===== src/rtl/jtag_register_master.sv =====
`default_nettype none
// ============================================================================
//  Module      : jtag_register_master
//  Description : Host-side JTAG initiator. Converts one parallel register
//                read/write request into a TAP bit sequence (IR scan selecting
//                {write, addr}, then a DR scan of REGISTER_SIZE bits) and
//                returns the DR bits captured from TDO.
//  Revision    : 1.0 - initial release
// ============================================================================
module jtag_register_master #(
  parameter int REGISTER_SIZE       = 32,
  parameter int NUMBER_OF_REGISTERS = 31,
  parameter int ADDR_WIDTH          = 5,
  parameter int CLK_DIV             = 4
) (
  input  logic                     iMAIN_CLK,
  input  logic                     iRESET,
  input  logic                     iREQ_VALID,
  output logic                     oREQ_READY,
  input  logic                     iREQ_WRITE,
  input  logic [ADDR_WIDTH-1:0]    iREQ_ADDR,
  input  logic [REGISTER_SIZE-1:0] iREQ_WDATA,
  output logic                     oRSP_VALID,
  output logic [REGISTER_SIZE-1:0] oRSP_RDATA,
  output logic                     oRSP_ERROR,
  output logic                     oTCK,
  output logic                     oTMS,
  output logic                     oTDI,
  input  logic                     iTDO
);

  // Divider counts one full TCK bit: CLK_DIV cycles low, then CLK_DIV high.
  localparam int c_DIV_W = (2 * CLK_DIV > 2) ? $clog2(2 * CLK_DIV) : 1;
  localparam int c_BIT_W = $clog2(REGISTER_SIZE + ADDR_WIDTH + 8);

  localparam logic [c_DIV_W-1:0] c_DIV_ONE  = c_DIV_W'(1);
  localparam logic [c_DIV_W-1:0] c_DIV_HIGH = c_DIV_W'(CLK_DIV - 1);
  localparam logic [c_DIV_W-1:0] c_DIV_LOW  = c_DIV_W'(2 * CLK_DIV - 1);

  // Bit indices inside each scan phase.
  localparam logic [c_BIT_W-1:0] c_BIT_ONE         = c_BIT_W'(1);
  localparam logic [c_BIT_W-1:0] c_RST_LAST        = c_BIT_W'(5);
  localparam logic [c_BIT_W-1:0] c_IR_SHIFT_FIRST  = c_BIT_W'(4);
  localparam logic [c_BIT_W-1:0] c_IR_SHIFT_LAST   = c_BIT_W'(ADDR_WIDTH + 4);
  localparam logic [c_BIT_W-1:0] c_IR_UPDATE       = c_BIT_W'(ADDR_WIDTH + 5);
  localparam logic [c_BIT_W-1:0] c_IR_LAST         = c_BIT_W'(ADDR_WIDTH + 6);
  localparam logic [c_BIT_W-1:0] c_DR_SHIFT_FIRST  = c_BIT_W'(3);
  localparam logic [c_BIT_W-1:0] c_DR_SHIFT_LAST   = c_BIT_W'(REGISTER_SIZE + 2);
  localparam logic [c_BIT_W-1:0] c_DR_UPDATE       = c_BIT_W'(REGISTER_SIZE + 3);
  localparam logic [c_BIT_W-1:0] c_DR_LAST         = c_BIT_W'(REGISTER_SIZE + 4);

  localparam logic [ADDR_WIDTH:0] c_NUM_REGS = (ADDR_WIDTH + 1)'(NUMBER_OF_REGISTERS);

  typedef enum logic [2:0] {
    TAP_RST = 3'd0,
    IDLE    = 3'd1,
    IR_SCAN = 3'd2,
    DR_SCAN = 3'd3,
    RESP    = 3'd4
  } stateT;

  stateT                   r_state;
  logic [c_DIV_W-1:0]      r_divCnt;
  logic [c_BIT_W-1:0]      r_bitCnt;
  logic [ADDR_WIDTH:0]     r_irShift;
  logic [REGISTER_SIZE-1:0] r_drShift;
  logic [REGISTER_SIZE-1:0] r_rdShift;
  logic                    r_tdoMeta;
  logic                    r_tdoSync;

  stateT                   w_nextState;
  logic [c_BIT_W-1:0]      w_nextIdx;
  logic                    w_nextTms;
  logic                    w_nextIrShift;
  logic                    w_nextDrShift;
  logic                    w_sampleBit;

  // Two-flop synchroniser for the externally clocked TDO line.
  always_ff @(posedge iMAIN_CLK or posedge iRESET) begin
    if (iRESET) begin
      r_tdoMeta <= 1'b0;
      r_tdoSync <= 1'b0;
    end else begin
      r_tdoMeta <= iTDO;
      r_tdoSync <= r_tdoMeta;
    end
  end

  // Work out which bit follows the current one and what TMS/TDI it carries.
  always_comb begin
    w_nextState   = r_state;
    w_nextIdx     = r_bitCnt + c_BIT_ONE;
    w_nextTms     = 1'b0;
    w_nextIrShift = 1'b0;
    w_nextDrShift = 1'b0;
    w_sampleBit   = (r_state == DR_SCAN) &&
                    (r_bitCnt >= c_DR_SHIFT_FIRST) && (r_bitCnt <= c_DR_SHIFT_LAST);

    case (r_state)
      TAP_RST: if (r_bitCnt == c_RST_LAST) begin w_nextState = IDLE;    w_nextIdx = '0; end
      IR_SCAN: if (r_bitCnt == c_IR_LAST)  begin w_nextState = DR_SCAN; w_nextIdx = '0; end
      DR_SCAN: if (r_bitCnt == c_DR_LAST)  begin w_nextState = RESP;    w_nextIdx = '0; end
      default: ;
    endcase

    case (w_nextState)
      TAP_RST: w_nextTms = (w_nextIdx != c_RST_LAST);
      IR_SCAN: begin
        // Select-DR, Select-IR, ..., Exit1-IR on last shift, Update-IR.
        w_nextTms     = (w_nextIdx <= c_BIT_ONE) || (w_nextIdx == c_IR_SHIFT_LAST) ||
                        (w_nextIdx == c_IR_UPDATE);
        w_nextIrShift = (w_nextIdx >= c_IR_SHIFT_FIRST) && (w_nextIdx <= c_IR_SHIFT_LAST);
      end
      DR_SCAN: begin
        // Select-DR, ..., Exit1-DR on last shift, Update-DR.
        w_nextTms     = (w_nextIdx == '0) || (w_nextIdx == c_DR_SHIFT_LAST) ||
                        (w_nextIdx == c_DR_UPDATE);
        w_nextDrShift = (w_nextIdx >= c_DR_SHIFT_FIRST) && (w_nextIdx <= c_DR_SHIFT_LAST);
      end
      default: ;
    endcase
  end

  // Main sequencer: request handshake, TCK generation, scan shifting, response.
  always_ff @(posedge iMAIN_CLK or posedge iRESET) begin
    if (iRESET) begin
      r_state    <= TAP_RST;
      r_divCnt   <= '0;
      r_bitCnt   <= '0;
      r_irShift  <= '0;
      r_drShift  <= '0;
      r_rdShift  <= '0;
      oTCK       <= 1'b0;
      oTMS       <= 1'b1;
      oTDI       <= 1'b0;
      oREQ_READY <= 1'b0;
      oRSP_VALID <= 1'b0;
      oRSP_RDATA <= '0;
      oRSP_ERROR <= 1'b0;
    end else begin
      case (r_state)
        IDLE: begin
          oTCK <= 1'b0;
          oTMS <= 1'b0;
          oTDI <= 1'b0;
          if (iREQ_VALID && oREQ_READY) begin
            oREQ_READY <= 1'b0;
            r_divCnt   <= '0;
            r_bitCnt   <= '0;
            if ({1'b0, iREQ_ADDR} >= c_NUM_REGS) begin
              // Bad address never touches the chain.
              r_state    <= RESP;
              oRSP_VALID <= 1'b1;
              oRSP_ERROR <= 1'b1;
              oRSP_RDATA <= '0;
            end else begin
              // First IR bit (TMS=1 to Select-DR) starts on this edge.
              r_state   <= IR_SCAN;
              oTMS      <= 1'b1;
              r_irShift <= {iREQ_WRITE, iREQ_ADDR};
              r_drShift <= iREQ_WRITE ? iREQ_WDATA : '0;
            end
          end
        end

        RESP: begin
          oRSP_VALID <= 1'b0;
          oRSP_ERROR <= 1'b0;
          oREQ_READY <= 1'b1;
          r_state    <= IDLE;
        end

        default: begin
          if (r_divCnt == c_DIV_HIGH) begin
            oTCK     <= 1'b1;
            r_divCnt <= r_divCnt + c_DIV_ONE;
            if (w_sampleBit) r_rdShift <= {r_tdoSync, r_rdShift[REGISTER_SIZE-1:1]};
          end else if (r_divCnt == c_DIV_LOW) begin
            oTCK     <= 1'b0;
            r_divCnt <= '0;
            r_state  <= w_nextState;
            r_bitCnt <= w_nextIdx;
            oTMS     <= w_nextTms;
            if (w_nextIrShift) begin
              oTDI      <= r_irShift[0];
              r_irShift <= r_irShift >> 1;
            end else if (w_nextDrShift) begin
              oTDI      <= r_drShift[0];
              r_drShift <= r_drShift >> 1;
            end else begin
              oTDI <= 1'b0;
            end
            if (w_nextState == IDLE) oREQ_READY <= 1'b1;
            if (w_nextState == RESP) begin
              oRSP_VALID <= 1'b1;
              oRSP_ERROR <= 1'b0;
              oRSP_RDATA <= r_rdShift;
            end
          end else begin
            r_divCnt <= r_divCnt + c_DIV_ONE;
          end
        end
      endcase
    end
  end

endmodule
`default_nettype wire

===== config.mk =====
export PLATFORM = sky130hd
export DESIGN_NAME = jtag_register_master
export DESIGN_NICKNAME = d
export VERILOG_FILES = /design/src/rtl/jtag_register_master.sv
export SDC_FILE = /design/constraint.sdc
export NUM_CORES = 1
export LEC_CHECK = 0
export ABC_CLOCK_PERIOD_IN_PS = 5100
export CAP_MARGIN = 20
export CORE_MARGIN = 8
export CORE_UTILIZATION = 55
export CTS_CLUSTER_DIAMETER = 80
export DETAILED_ROUTE_END_ITERATION = 12
export GPL_TIMING_DRIVEN = 0
export PLACE_DENSITY = 0.87
export SETUP_SLACK_MARGIN = 0.15
export SYNTH_ARGS = -nofsm -noshare
export SYNTH_HDL_FRONTEND = slang
export SYNTH_SLANG_ARGS = --single-unit

===== constraint.sdc =====
create_clock -name iMAIN_CLK -period 5.1 [get_ports iMAIN_CLK]
set_clock_uncertainty 0.05 [all_clocks]
set_input_delay 1.02 -clock iMAIN_CLK [delete_from_list [all_inputs] [get_ports iMAIN_CLK]]
set_output_delay 1.02 -clock iMAIN_CLK [all_outputs]
set_load 0.02 [all_outputs]

==> results_tabular.tex, run 1 <==
\begin{tabular}{lr}
\hline
Metric & Value \\
\hline
\multicolumn{2}{l}{\textbf{Outcome}} \\
\quad Run status & complete, no violations \\
\multicolumn{2}{l}{\textbf{Timing}} \\
\quad Setup slack after layout & 2.26 ns \\
\quad Time the final worst path needs with I/O delays and setup & 2.84 ns \\
\quad Share of the cycle needed by the critical path after routing & 0.557 \\
\quad Unrepaired setup endpoints after global routing & false \\
\quad Final Hold Viols & 0 \\
\quad Worst Hold Slack & 0.329 ns \\
\quad Maximum clock frequency & 0.352 GHz \\
\quad Transition at the pin with the smallest max-transition slack & 0.596 ns \\
\quad Setup\_tns & 0 ns \\
\quad Max-slew violations & 0 \\
\quad Max-Slew Margin vs Limit & 0.598 \\
\quad Setup-violating endpoint count in the final report & 0 \\
\multicolumn{2}{l}{\textbf{Finish}} \\
\quad Net count, final & 716 \\
\quad Top library cells by usage in the layout, fill and taps aside & 148 x nand2\_1, 121 x dfrtp\_1, 78 x clkdlybuf4s50\_1 \\
\quad Synthesis-to-layout area growth & 26.0\% \\
\quad Final core utilization & 0.698 \\
\quad Most common cell after layout, fill and taps aside & nand2\_1 \\
\quad Area of combinational cells with multiple inputs & 0.00256 mm2 \\
\quad Sequential Area & 0.00305 mm2 \\
\quad Count of non-filler cells in the finished layout & 819 \\
\quad Cell area after layout & 0.00747 mm2 \\
\quad Share of cells above drive strength 1 & 0.150 \\
\quad Filler cell count & 790 \\
\quad Antenna diode count & 0 \\
\multicolumn{2}{l}{\textbf{Clocking}} \\
\quad CTS root buf & clkbuf\_8 \\
\quad Depth of the CTS H-tree & 4 \\
\quad Sink Count & 122 \\
\quad Clock tree from TritonCTS & yes \\
\quad Post-CTS Repair Setup Buffers & 0 \\
\quad Maximum clock insertion buffer count & 2 \\
\quad Total clock buffers created by CTS & 17 \\
\quad Worst-skew pair later-pin latency & 0.52 ns \\
\quad Gates resized, CTS repair & 0 \\
\quad Clock transition at the registers of the reported paths & 0.06 ns \\
\quad Hold buffer count at cts & 0 \\
\multicolumn{2}{l}{\textbf{Power}} \\
\quad Leak & 3.31 nW \\
\quad Power Density & 286 mW/mm2 \\
\quad Total Power Consumption & 2.14 mW \\
\quad Worst vdd ir & 183 uV \\
\multicolumn{2}{l}{\textbf{Synthesis}} \\
\quad Top post-synthesis cells by area & dfrtp\_1 51\%, nand2\_1 9.4\%, o221a\_1 5.9\% \\
\quad Sequential fraction of the synthesis area & 0.515 \\
\quad Mapped Avg Cell Area & 10.4 um2 \\
\quad Area share of the largest cell type after synthesis & 0.511 \\
\quad Number of synthesized flops with an enable pin & 0 \\
\quad Number of different library cells in the post-synthesis netlist & 66 \\
\quad Cell type with the largest total area after synthesis & dfrtp\_1 \\
\quad Gate count of the mapped netlist & 568 \\
\quad Area of the mapped netlist & 0.00593 mm2 \\
\quad Predominant post-synthesis flop cell & dfrtp\_1 \\
\quad Synthesis Warnings & 0 \\
\quad \#FFs+latches synth & 122 \\
\quad Async S/R FF share, synth & 1.00 \\
\quad Number of nets produced by synthesis & 618 \\
\multicolumn{2}{l}{\textbf{Drt}} \\
\quad WL final & 13.3 mm \\
\quad Router iterations before antenna repair & 5 \\
\quad Detailed Route Iter0 Violations & 548 \\
\quad Via-per-instance ratio & 5.63 \\
\quad Final antenna-violating net count & 0 \\
\quad Routed len/inst & 16.3 um \\
\quad Via count of the routed design & 4615 \\
\quad Number of design rule violations left after detail routing & 0 \\
\multicolumn{2}{l}{\textbf{Critical path}} \\
\quad Critical path buffers and inverters & 3 \\
\quad Startpoint type of the worst setup path & input pin \\
\quad Worst setup path class & in -> reg \\
\quad Slowest cell delay on critical path & 0.44 ns \\
\quad Critical path cell sequence & clkdlybuf4s50\_1 -> a311oi\_1 -> o21ai\_0 -> o211ai\_1 -> clkbuf\_1 -> clkbuf\_1 -> nand2\_1 -> o21ai\_0 \\
\quad Total number of cells along the worst setup path & 8 \\
\quad Capturing element type of the critical path & register \\
\quad Data arrival at the endpoint of the critical path & 3.21 ns \\
\quad Kind of cell adding the most delay to the critical path & buffers and inverters \\
\quad Critical-path maximum fanout & 10 \\
\quad Crit path from & iREQ\_VALID \\
\quad R2R cell count & 9 \\
\quad Slowest-stage cell, CP & clkdlybuf4s50\_1 \\
\quad Reg2reg start & r\_bitCnt[0] \\
\quad Worst Path Required & 5.47 ns \\
\multicolumn{2}{l}{\textbf{Global routing}} \\
\quad Number of global-route vias before repair & 4856 \\
\quad Pin count of the biggest net entering global routing & 72 \\
\quad First-pass GRT wire length & 23.1 mm \\
\quad Initial antenna violation count & 0 \\
\quad Overall track demand over capacity in global routing & 0.196 \\
\quad Total overflow reported by the global router & 0 \\
\multicolumn{2}{l}{\textbf{Placement}} \\
\quad Cell area after placement & 0.00692 mm2 \\
\quad DPL Wire Length & 9.93 mm \\
\quad Placer Congestion & 0.910 \\
\quad Number of buffers inserted by port buffering & 78 \\
\quad Post-place setup slack & 1.80 ns \\
\quad Number of cells in the design after placement & 787 \\
\multicolumn{2}{l}{\textbf{Die}} \\
\quad I/O pin total & 80 \\
\quad Core box area & 0.0107 mm2 \\
\quad Total die area & 0.0144 mm2 \\
\quad DIE WIDTH & 120 um \\
\quad Number of standard-cell rows in the floorplan & 38 \\
\quad Height of the die & 120 um \\
\quad Starting utilization of the core area & 0.554 \\
\multicolumn{2}{l}{\textbf{Min path}} \\
\quad Launch instance of the worst min-delay path & r\_tdoMeta \\
\quad Hold path depth & 0 \\
\quad Hold WC Path Type & reg -> reg \\
\multicolumn{2}{l}{\textbf{Job}} \\
\quad Count of max-cap constraint violations & 0 \\
\hline
\end{tabular}
[registers in the layout, indices dropped and copies added (netlist names), 3 cells and up]
name / count
oRSP_RDATA: 32
r_drShift: 32
r_rdShift: 32
r_bitCnt: 6
r_irShift: 6
r_divCnt: 3
r_state: 3
[routing by layer]
layer / vias up / track usage / part of all wire
met5: - / 0 / 0
met4: 0 / 0.0648 / 0.016
met3: 24 / 0.0568 / 0.058
met2: 152 / 0.325 / 0.49
met1: 2234 / 0.242 / 0.44
li1: 2205 / - / -
[cells by family (layout without fill, tap and decap cells)]
family                   count (synthesis)  in the layout  share of synthesized area
AO/OA/AOI/OAI                          136            136                      0.181
XOR/XNOR                                 5              5                     0.0118
adder cells (fa/ha/maj)                  8              8                     0.0169
buffers and inverters                   54            165                     0.0521
flip-flops                             122            122                      0.515
multiplexers                            32             32                     0.0608
AND/OR/NAND/NOR                        211            211                      0.162
[cell type report]
class / count / share of cell area
buffer: 40 / 0.0343
clock buffer: 22 / 0.0620
clock inverter: 10 / 0.0122
inverter: 14 / 0.00770
multi-input combinational: 392 / 0.343
sequential: 122 / 0.409
tap: 140 / 0.0234
timing repair buffer: 79 / 0.108
[cell usage after synthesis, drive strengths merged, types with 5 or more instances]
master / n
a21oi: 8
a22o: 5
buf: 21
clkbuf: 19
dfrtp: 121
ha: 8
inv: 14
mux2: 32
nand2: 148
nand3: 7
nor2: 17
nor3: 7
o21a: 6
o21ai: 53
o221a: 32
or3: 5
[power breakdown]
part | switching [mW] | internal (mW) | leakage, nW
registers | 0.000615 | 0.970 | 1.51
clock network | 0.421 | 0.683 | 0.271
logic | 0.0310 | 0.0329 | 1.53
[worst paths after layout]
check / end / slack (ns)
setup / recovery: oRSP_RDATA[1] / 2.26
hold / removal: r_tdoSync / 0.33
setup reg to reg: r_drShift[21] / 2.32
hold reg to reg: r_tdoSync / 0.33
max in group asynchronous: r_tdoSync / 3.46
min in group asynchronous: r_drShift[22] / 0.86
Note: power is estimated with default switching activity, not from simulation.
==> inputs of run 2 (changes only) <==
--- a/config.mk
+++ b/config.mk
@@ -5,7 +5,7 @@
 export SDC_FILE = /design/constraint.sdc
 export NUM_CORES = 1
 export LEC_CHECK = 0
-export ABC_CLOCK_PERIOD_IN_PS = 5100
+export ABC_CLOCK_PERIOD_IN_PS = 2900
 export CAP_MARGIN = 20
 export CORE_MARGIN = 8
 export CORE_UTILIZATION = 55
==> constraint.sdc (replaced) <==
create_clock -name iMAIN_CLK -period 2.9 [get_ports iMAIN_CLK]
set_clock_uncertainty 0.05 [all_clocks]
set_input_delay 0.58 -clock iMAIN_CLK [delete_from_list [all_inputs] [get_ports iMAIN_CLK]]
set_output_delay 0.58 -clock iMAIN_CLK [all_outputs]
set_load 0.02 [all_outputs]
==> run 2 against run 1 <==
Compared with the run above:
- clock-buffer cell count rose by 1
- die area did not move
- largest power group unchanged
- combinational power rose by 83%
- worst setup slack got worse by 2.0 ns
- largest cell class unchanged
- highest routed layer unchanged
- register-to-register slack got worse by 2.1 ns
- clock power rose by 88%
- global-route usage rose by 0.33 points
==> results_tabular.tex, run 2 (synthesis gave the netlist of run 1 again) <==
\begin{tabular}{lr}
\hline
Metric & Value \\
\hline
\multicolumn{2}{l}{\textbf{Timing}} \\
\quad Share of the cycle needed by the critical path after routing & 0.912 \\
\quad Transition at the pin with the smallest max-transition slack & 0.537 ns \\
\quad Setup-violating endpoint count in the final report & 0 \\
\quad Max-Slew Margin vs Limit & 0.637 \\
\quad Setup\_tns & 0 ns \\
\quad Time the final worst path needs with I/O delays and setup & 2.64 ns \\
\quad Maximum clock frequency & 0.378 GHz \\
\quad Final Hold Viols & 0 \\
\quad Unrepaired setup endpoints after global routing & false \\
\quad Worst Hold Slack & 0.326 ns \\
\quad Max-slew violations & 0 \\
\multicolumn{2}{l}{\textbf{Drt}} \\
\quad Via-per-instance ratio & 5.72 \\
\quad Detailed Route Iter0 Violations & 398 \\
\quad Router iterations before antenna repair & 5 \\
\quad Routed len/inst & 17.1 um \\
\quad Number of design rule violations left after detail routing & 0 \\
\quad Final antenna-violating net count & 0 \\
\quad Via count of the routed design & 4721 \\
\quad WL final & 14.1 mm \\
\multicolumn{2}{l}{\textbf{Critical path}} \\
\quad Worst Path Required & 3.30 ns \\
\quad Capturing element type of the critical path & register \\
\quad Data arrival at the endpoint of the critical path & 3.05 ns \\
\quad Slowest-stage cell, CP & dfrtp\_1 \\
\quad Critical Path Most Common Cell & ha\_1 \\
\quad Slowest cell delay on critical path & 0.43 ns \\
\quad Worst setup path class & reg -> reg \\
\quad Startpoint type of the worst setup path & register \\
\quad Critical-path maximum fanout & 10 \\
\quad Critical path cell sequence & ha\_1 -> ha\_1 -> nor2b\_2 -> o21ai\_2 -> a21boi\_2 -> or3b\_1 -> o221ai\_4 -> buf\_6 -> o221a\_1 \\
\multicolumn{2}{l}{\textbf{Power}} \\
\quad Sw Pwr & 813 uW \\
\quad Internal power consumption & 3.08 mW \\
\quad Clock network fraction of design power & 0.532 \\
\quad Worst vdd ir & 331 uV \\
\quad Power Density & 514 mW/mm2 \\
\quad Relative contribution of sequential cells to total power & 0.438 \\
\quad Gate power share & 0.030 \\
\quad Leak & 3.36 nW \\
\quad Net switching share of the total power & 0.209 \\
\multicolumn{2}{l}{\textbf{Clocking}} \\
\quad Clock tree from TritonCTS & yes \\
\quad Depth of the CTS H-tree & 4 \\
\quad Sink Count & 122 \\
\quad Clock transition at the registers of the reported paths & 0.06 ns \\
\quad CTS root buf & clkbuf\_8 \\
\quad Worst-skew pair later-pin latency & 0.52 ns \\
\quad Total clock buffers created by CTS & 17 \\
\quad Maximum clock insertion buffer count & 2 \\
\multicolumn{2}{l}{\textbf{Outcome}} \\
\quad Run status & complete, no violations \\
\multicolumn{2}{l}{\textbf{Placement}} \\
\quad Placer Congestion & 0.895 \\
\quad Cell area after placement & 0.00695 mm2 \\
\quad DPL Wire Length & 10.0 mm \\
\quad Number of buffers inserted by port buffering & 78 \\
\multicolumn{2}{l}{\textbf{Die}} \\
\quad Starting utilization of the core area & 0.554 \\
\quad DIE WIDTH & 120 um \\
\quad Total die area & 0.0144 mm2 \\
\quad Number of standard-cell rows in the floorplan & 38 \\
\quad Height of the die & 120 um \\
\quad Core box area & 0.0107 mm2 \\
\quad I/O pin total & 80 \\
\multicolumn{2}{l}{\textbf{Finish}} \\
\quad Most common cell after layout, fill and taps aside & nand2\_1 \\
\quad Antenna diode count & 0 \\
\quad Largest registers in the final layout & oRSP\_RDATA: 32 flops, r\_drShift: 32 flops, r\_rdShift: 32 flops \\
\quad Share of cells above drive strength 1 & 0.169 \\
\quad Filler cell count & 783 \\
\quad Cell area after layout & 0.00759 mm2 \\
\quad Net count, final & 723 \\
\quad Synthesis-to-layout area growth & 28.0\% \\
\quad Final core utilization & 0.709 \\
\quad Top library cells by usage in the layout, fill and taps aside & 148 x nand2\_1, 119 x dfrtp\_1, 78 x clkdlybuf4s50\_1 \\
\multicolumn{2}{l}{\textbf{Global routing}} \\
\quad Initial antenna violation count & 0 \\
\quad Pin count of the biggest net entering global routing & 40 \\
\quad Overall track demand over capacity in global routing & 0.199 \\
\quad Number of global-route vias before repair & 4774 \\
\quad Total overflow reported by the global router & 0 \\
\quad First-pass GRT wire length & 23.3 mm \\
\multicolumn{2}{l}{\textbf{Min path}} \\
\quad Hold WC Path Type & reg -> reg \\
\multicolumn{2}{l}{\textbf{Job}} \\
\quad Count of max-cap constraint violations & 0 \\
\hline
\end{tabular}
-- run 2: changes by cell type in the layout (fill, tap and decap cells not counted), sizes merged --
| cell | before | now |
|---|---|---|
| clkinvlp | 2 | 3 |
| bufinv | 1 | 2 |
| clkbuf | 41 | 42 |
| inv | 15 | 14 |
| clkinv | 6 | 4 |
| buf | 22 | 29 |
-- run 2: per-stage QoR --
step,std cells,total power [mW],worst slack [ns]
after floorplan,568,1.78,0.395
after global placement,786,1.84,-0.239
after detailed placement,789,1.86,0.0330
after CTS,821,3.92,0.170
after global routing,826,4.01,0.143
final,826,3.90,0.255
-- run 2: repair_timing --
| item | 4_1_cts | 5_1_grt |
|---|---|---|
| gates cloned | 0 | 0 |
| hold buffers | 0 | 0 |
| pin swaps | 0 | 2 |
| resized for setup | 3 | 5 |
| setup buffers | 0 | 5 |
| setup endpoints to repair | 30 | 49 |
-- run 2: power by group through the flow --
stage	Clock [mW]	Combinational [mW]	Sequential [mW]
2_1_floorplan	0	0.0414	1.74
3_3_place_gp	0	0.107	1.74
3_5_place_dp	0	0.121	1.74
4_1_cts	2.09	0.121	1.71
5_1_grt	2.17	0.132	1.71
6_report	2.07	0.117	1.71
-- run 2: critical path, delay by kind of cell (launching register included) --
kind	cells	cell delay [ns]
simple gates	2	0.59
fa+ha+maj	2	0.48
buf+inv	1	0.19
flops	1	0.43
compound gates	4	0.83
-- run 2: area by class of cell --
| cell class | count | area (um2) | area share |
|---|---|---|---|
| Inverter | 14 | 56.3 | 0.00742 |
| Multi-Input combinational cell | 392 | 2570 | 0.339 |
| Clock buffer | 23 | 477 | 0.0628 |
| Tap cell | 140 | 175 | 0.0231 |
| Sequential cell | 122 | 3060 | 0.403 |
| Clock inverter | 9 | 111 | 0.0147 |
| Buffer | 40 | 258 | 0.0340 |
| Timing Repair Buffer | 86 | 878 | 0.116 |
-- run 2: per-layer routing --
metal / GRT usage / wire length (um) / vias up / share of wire
li1: - / - / 2217 / -
met1: 0.237 / 5940 / 2310 / 0.42
met2: 0.342 / 6970 / 163 / 0.49
met3: 0.0564 / 926 / 31 / 0.066
met4: 0.0664 / 243 / 0 / 0.017
met5: 0 / 0 / - / 0
-- run 2: path summary, 6_finish.rpt --
kind | from | to | slack, ns | cells after the start
setup / recovery | r_divCnt[0] | r_drShift[21] | 0.26 | 9
hold / removal | r_tdoMeta | r_tdoSync | 0.33 | 0
setup reg to reg | r_divCnt[0] | r_drShift[21] | 0.26 | 9
hold reg to reg | r_tdoMeta | r_tdoSync | 0.33 | 0
max in group asynchronous | iRESET | r_rdShift[28] | 1.67 | 4
min in group asynchronous | iRESET | r_drShift[17] | 0.35 | 2
==> inputs of run 3 (changes only) <==
--- a/config.mk
+++ b/config.mk
@@ -13,6 +13,7 @@
 export DETAILED_ROUTE_END_ITERATION = 12
 export GPL_TIMING_DRIVEN = 0
 export PLACE_DENSITY = 0.87
+export RECOVER_POWER = 100
 export SETUP_SLACK_MARGIN = 0.15
 export SYNTH_ARGS = -nofsm -noshare
 export SYNTH_HDL_FRONTEND = slang
==> run 3 against run 2 <==
Compared with the run above:
- cell count is the same
- largest cell class unchanged
- clock-buffer cell count is the same
- sequential share of layout area grew 0.14 points
- total power is essentially flat
- non-clock buffer count is the same
- combinational power is essentially flat
- global-route usage is the same
- final area shrank 0.38%
- critical path depth is the same
- routed wire length shrank 0.26%
- core utilization shrank 0.27 points
==> results_tabular.tex, run 3 (synthesis gave the netlist of run 1 again) <==
\begin{tabular}{lr}
\hline
Metric & Value \\
\hline
\multicolumn{2}{l}{\textbf{Critical path}} \\
\quad Critical-path maximum fanout & 10 \\
\quad Data arrival at the endpoint of the critical path & 3.02 ns \\
\quad Worst Path Required & 3.25 ns \\
\quad Startpoint type of the worst setup path & register \\
\quad Critical path buffers and inverters & 3 \\
\quad Slowest-stage cell, CP & a2111oi\_4 \\
\quad Capturing element type of the critical path & register \\
\quad Slowest cell delay on critical path & 0.46 ns \\
\quad Worst setup path class & reg -> reg \\
\quad Critical path cell sequence & inv\_1 -> ha\_1 -> a2111oi\_4 -> o21ai\_2 -> xor2\_1 -> or2\_1 -> buf\_6 -> buf\_6 -> o221a\_1 \\
\quad Critical Path Most Common Cell & buf\_6 \\
\quad Kind of cell adding the most delay to the critical path & compound AO/OA/AOI/OAI gates \\
\multicolumn{2}{l}{\textbf{Global routing}} \\
\quad Met3 Use GR & 0.0564 \\
\quad Number of global-route vias before repair & 4774 \\
\quad Total overflow reported by the global router & 0 \\
\quad Met1 usage & 0.237 \\
\quad Initial antenna violation count & 0 \\
\quad Pin count of the biggest net entering global routing & 40 \\
\quad Met2 track utilization from global routing & 0.342 \\
\quad Overall track demand over capacity in global routing & 0.199 \\
\quad First-pass GRT wire length & 23.3 mm \\
\quad Most congested layer reported by global routing & met2 \\
\multicolumn{2}{l}{\textbf{Drt}} \\
\quad WL final & 14.1 mm \\
\quad Router iterations before antenna repair & 5 \\
\quad Detailed Route Iter0 Violations & 393 \\
\quad Via count of the routed design & 4734 \\
\quad Number of design rule violations left after detail routing & 0 \\
\quad Final antenna-violating net count & 0 \\
\quad Via-per-instance ratio & 5.73 \\
\quad Routed len/inst & 17.0 um \\
\multicolumn{2}{l}{\textbf{Die}} \\
\quad Core box area & 0.0107 mm2 \\
\quad DIE WIDTH & 120 um \\
\quad I/O pin total & 80 \\
\quad Starting utilization of the core area & 0.554 \\
\quad Height of the die & 120 um \\
\quad Number of standard-cell rows in the floorplan & 38 \\
\quad Total die area & 0.0144 mm2 \\
\multicolumn{2}{l}{\textbf{Placement}} \\
\quad DPL Wire Length & 10.0 mm \\
\quad Number of buffers inserted by port buffering & 78 \\
\quad Placer Congestion & 0.895 \\
\multicolumn{2}{l}{\textbf{Timing}} \\
\quad Max-Slew Margin vs Limit & 0.356 \\
\quad Time the final worst path needs with I/O delays and setup & 2.68 ns \\
\quad Setup\_tns & 0 ns \\
\quad Setup-violating endpoint count in the final report & 0 \\
\quad Maximum clock frequency & 0.374 GHz \\
\quad Share of the cycle needed by the critical path after routing & 0.923 \\
\quad Worst Hold Slack & 0.326 ns \\
\quad Transition at the pin with the smallest max-transition slack & 0.966 ns \\
\quad Max-slew violations & 0 \\
\quad Final Hold Viols & 0 \\
\quad Unrepaired setup endpoints after global routing & false \\
\multicolumn{2}{l}{\textbf{Finish}} \\
\quad Top library cells by usage in the layout, fill and taps aside & 148 x nand2\_1, 120 x dfrtp\_1, 50 x o21ai\_0 \\
\quad Net count, final & 723 \\
\quad Most common cell after layout, fill and taps aside & nand2\_1 \\
\quad Area of combinational cells with multiple inputs & 0.00257 mm2 \\
\quad Filler cell count & 788 \\
\quad Antenna diode count & 0 \\
\quad Final core utilization & 0.706 \\
\quad Synthesis-to-layout area growth & 27.5\% \\
\quad Sequential Area & 0.00306 mm2 \\
\quad Largest registers in the final layout & oRSP\_RDATA: 32 flops, r\_drShift: 32 flops, r\_rdShift: 32 flops \\
\quad Share of cells above drive strength 1 & 0.163 \\
\multicolumn{2}{l}{\textbf{Clocking}} \\
\quad Total clock buffers created by CTS & 17 \\
\quad CTS root buf & clkbuf\_8 \\
\quad Clock transition at the registers of the reported paths & 0.06 ns \\
\quad Sink Count & 122 \\
\quad Worst-skew pair later-pin latency & 0.52 ns \\
\quad Maximum clock insertion buffer count & 2 \\
\quad Clock tree from TritonCTS & yes \\
\quad Depth of the CTS H-tree & 4 \\
\multicolumn{2}{l}{\textbf{Power}} \\
\quad Leak & 3.27 nW \\
\quad Total Power Consumption & 3.89 mW \\
\quad Worst vdd ir & 330 uV \\
\quad Power Density & 515 mW/mm2 \\
\multicolumn{2}{l}{\textbf{Outcome}} \\
\quad Run status & complete, no violations \\
\multicolumn{2}{l}{\textbf{Job}} \\
\quad Count of max-cap constraint violations & 0 \\
\multicolumn{2}{l}{\textbf{Min path}} \\
\quad Hold WC Path Type & reg -> reg \\
\hline
\end{tabular}
## run 3: worst paths after layout
| kind | slack, ns | end | depth (start not counted) | start |
|---|---|---|---|---|
| worst max-delay path | 0.22 | r_drShift[21] | 9 | r_bitCnt[1] |
| worst min-delay path | 0.33 | r_tdoSync | 0 | r_tdoMeta |
| worst max register to register | 0.22 | r_drShift[21] | 9 | r_bitCnt[1] |
| worst min register to register | 0.33 | r_tdoSync | 0 | r_tdoMeta |
| max in group asynchronous | 0.78 | r_rdShift[28] | 4 | iRESET |
| min in group asynchronous | 0.55 | r_drShift[17] | 2 | iRESET |
## run 3: what timing repair did
item | CTS | global route
hold buffers | 0 | 0
pin swaps | 0 | 2
resized for setup | 3 | 5
endpoints found under the setup margin | 30 | 49
buffers inserted | 0 | 5
## run 3: metrics by stage
stage               cells  setup slack, ns  area (um2)
floorplan             568            0.395        5930
global placement      786           -0.239        6890
detailed placement    789           0.0330        6950
CTS                   821            0.170        7540
global route          826           0.0837        7560
finish                826            0.223        7560
## run 3: metal layers
layer	wire, um	vias up
li1	-	2224
met1	5950	2315
met2	6970	164
met3	875	31
met4	255	0
met5	0	-
## run 3: layout make-up
type	count	share of cell area
Inverter	14	0.00712
Clock inverter	9	0.0147
Timing Repair Buffer	86	0.114
Multi-Input combinational cell	392	0.340
Clock buffer	23	0.0631
Buffer	40	0.0331
Tap cell	140	0.0232
Sequential cell	122	0.404
## run 3: report_power, final
part           switching, mW  internal (mW)  leakage [nW]
Sequential           0.00119           1.71          1.51
Combinational         0.0549         0.0589          1.48
Clock                  0.756           1.32         0.285
Total                  0.812           3.08          3.27
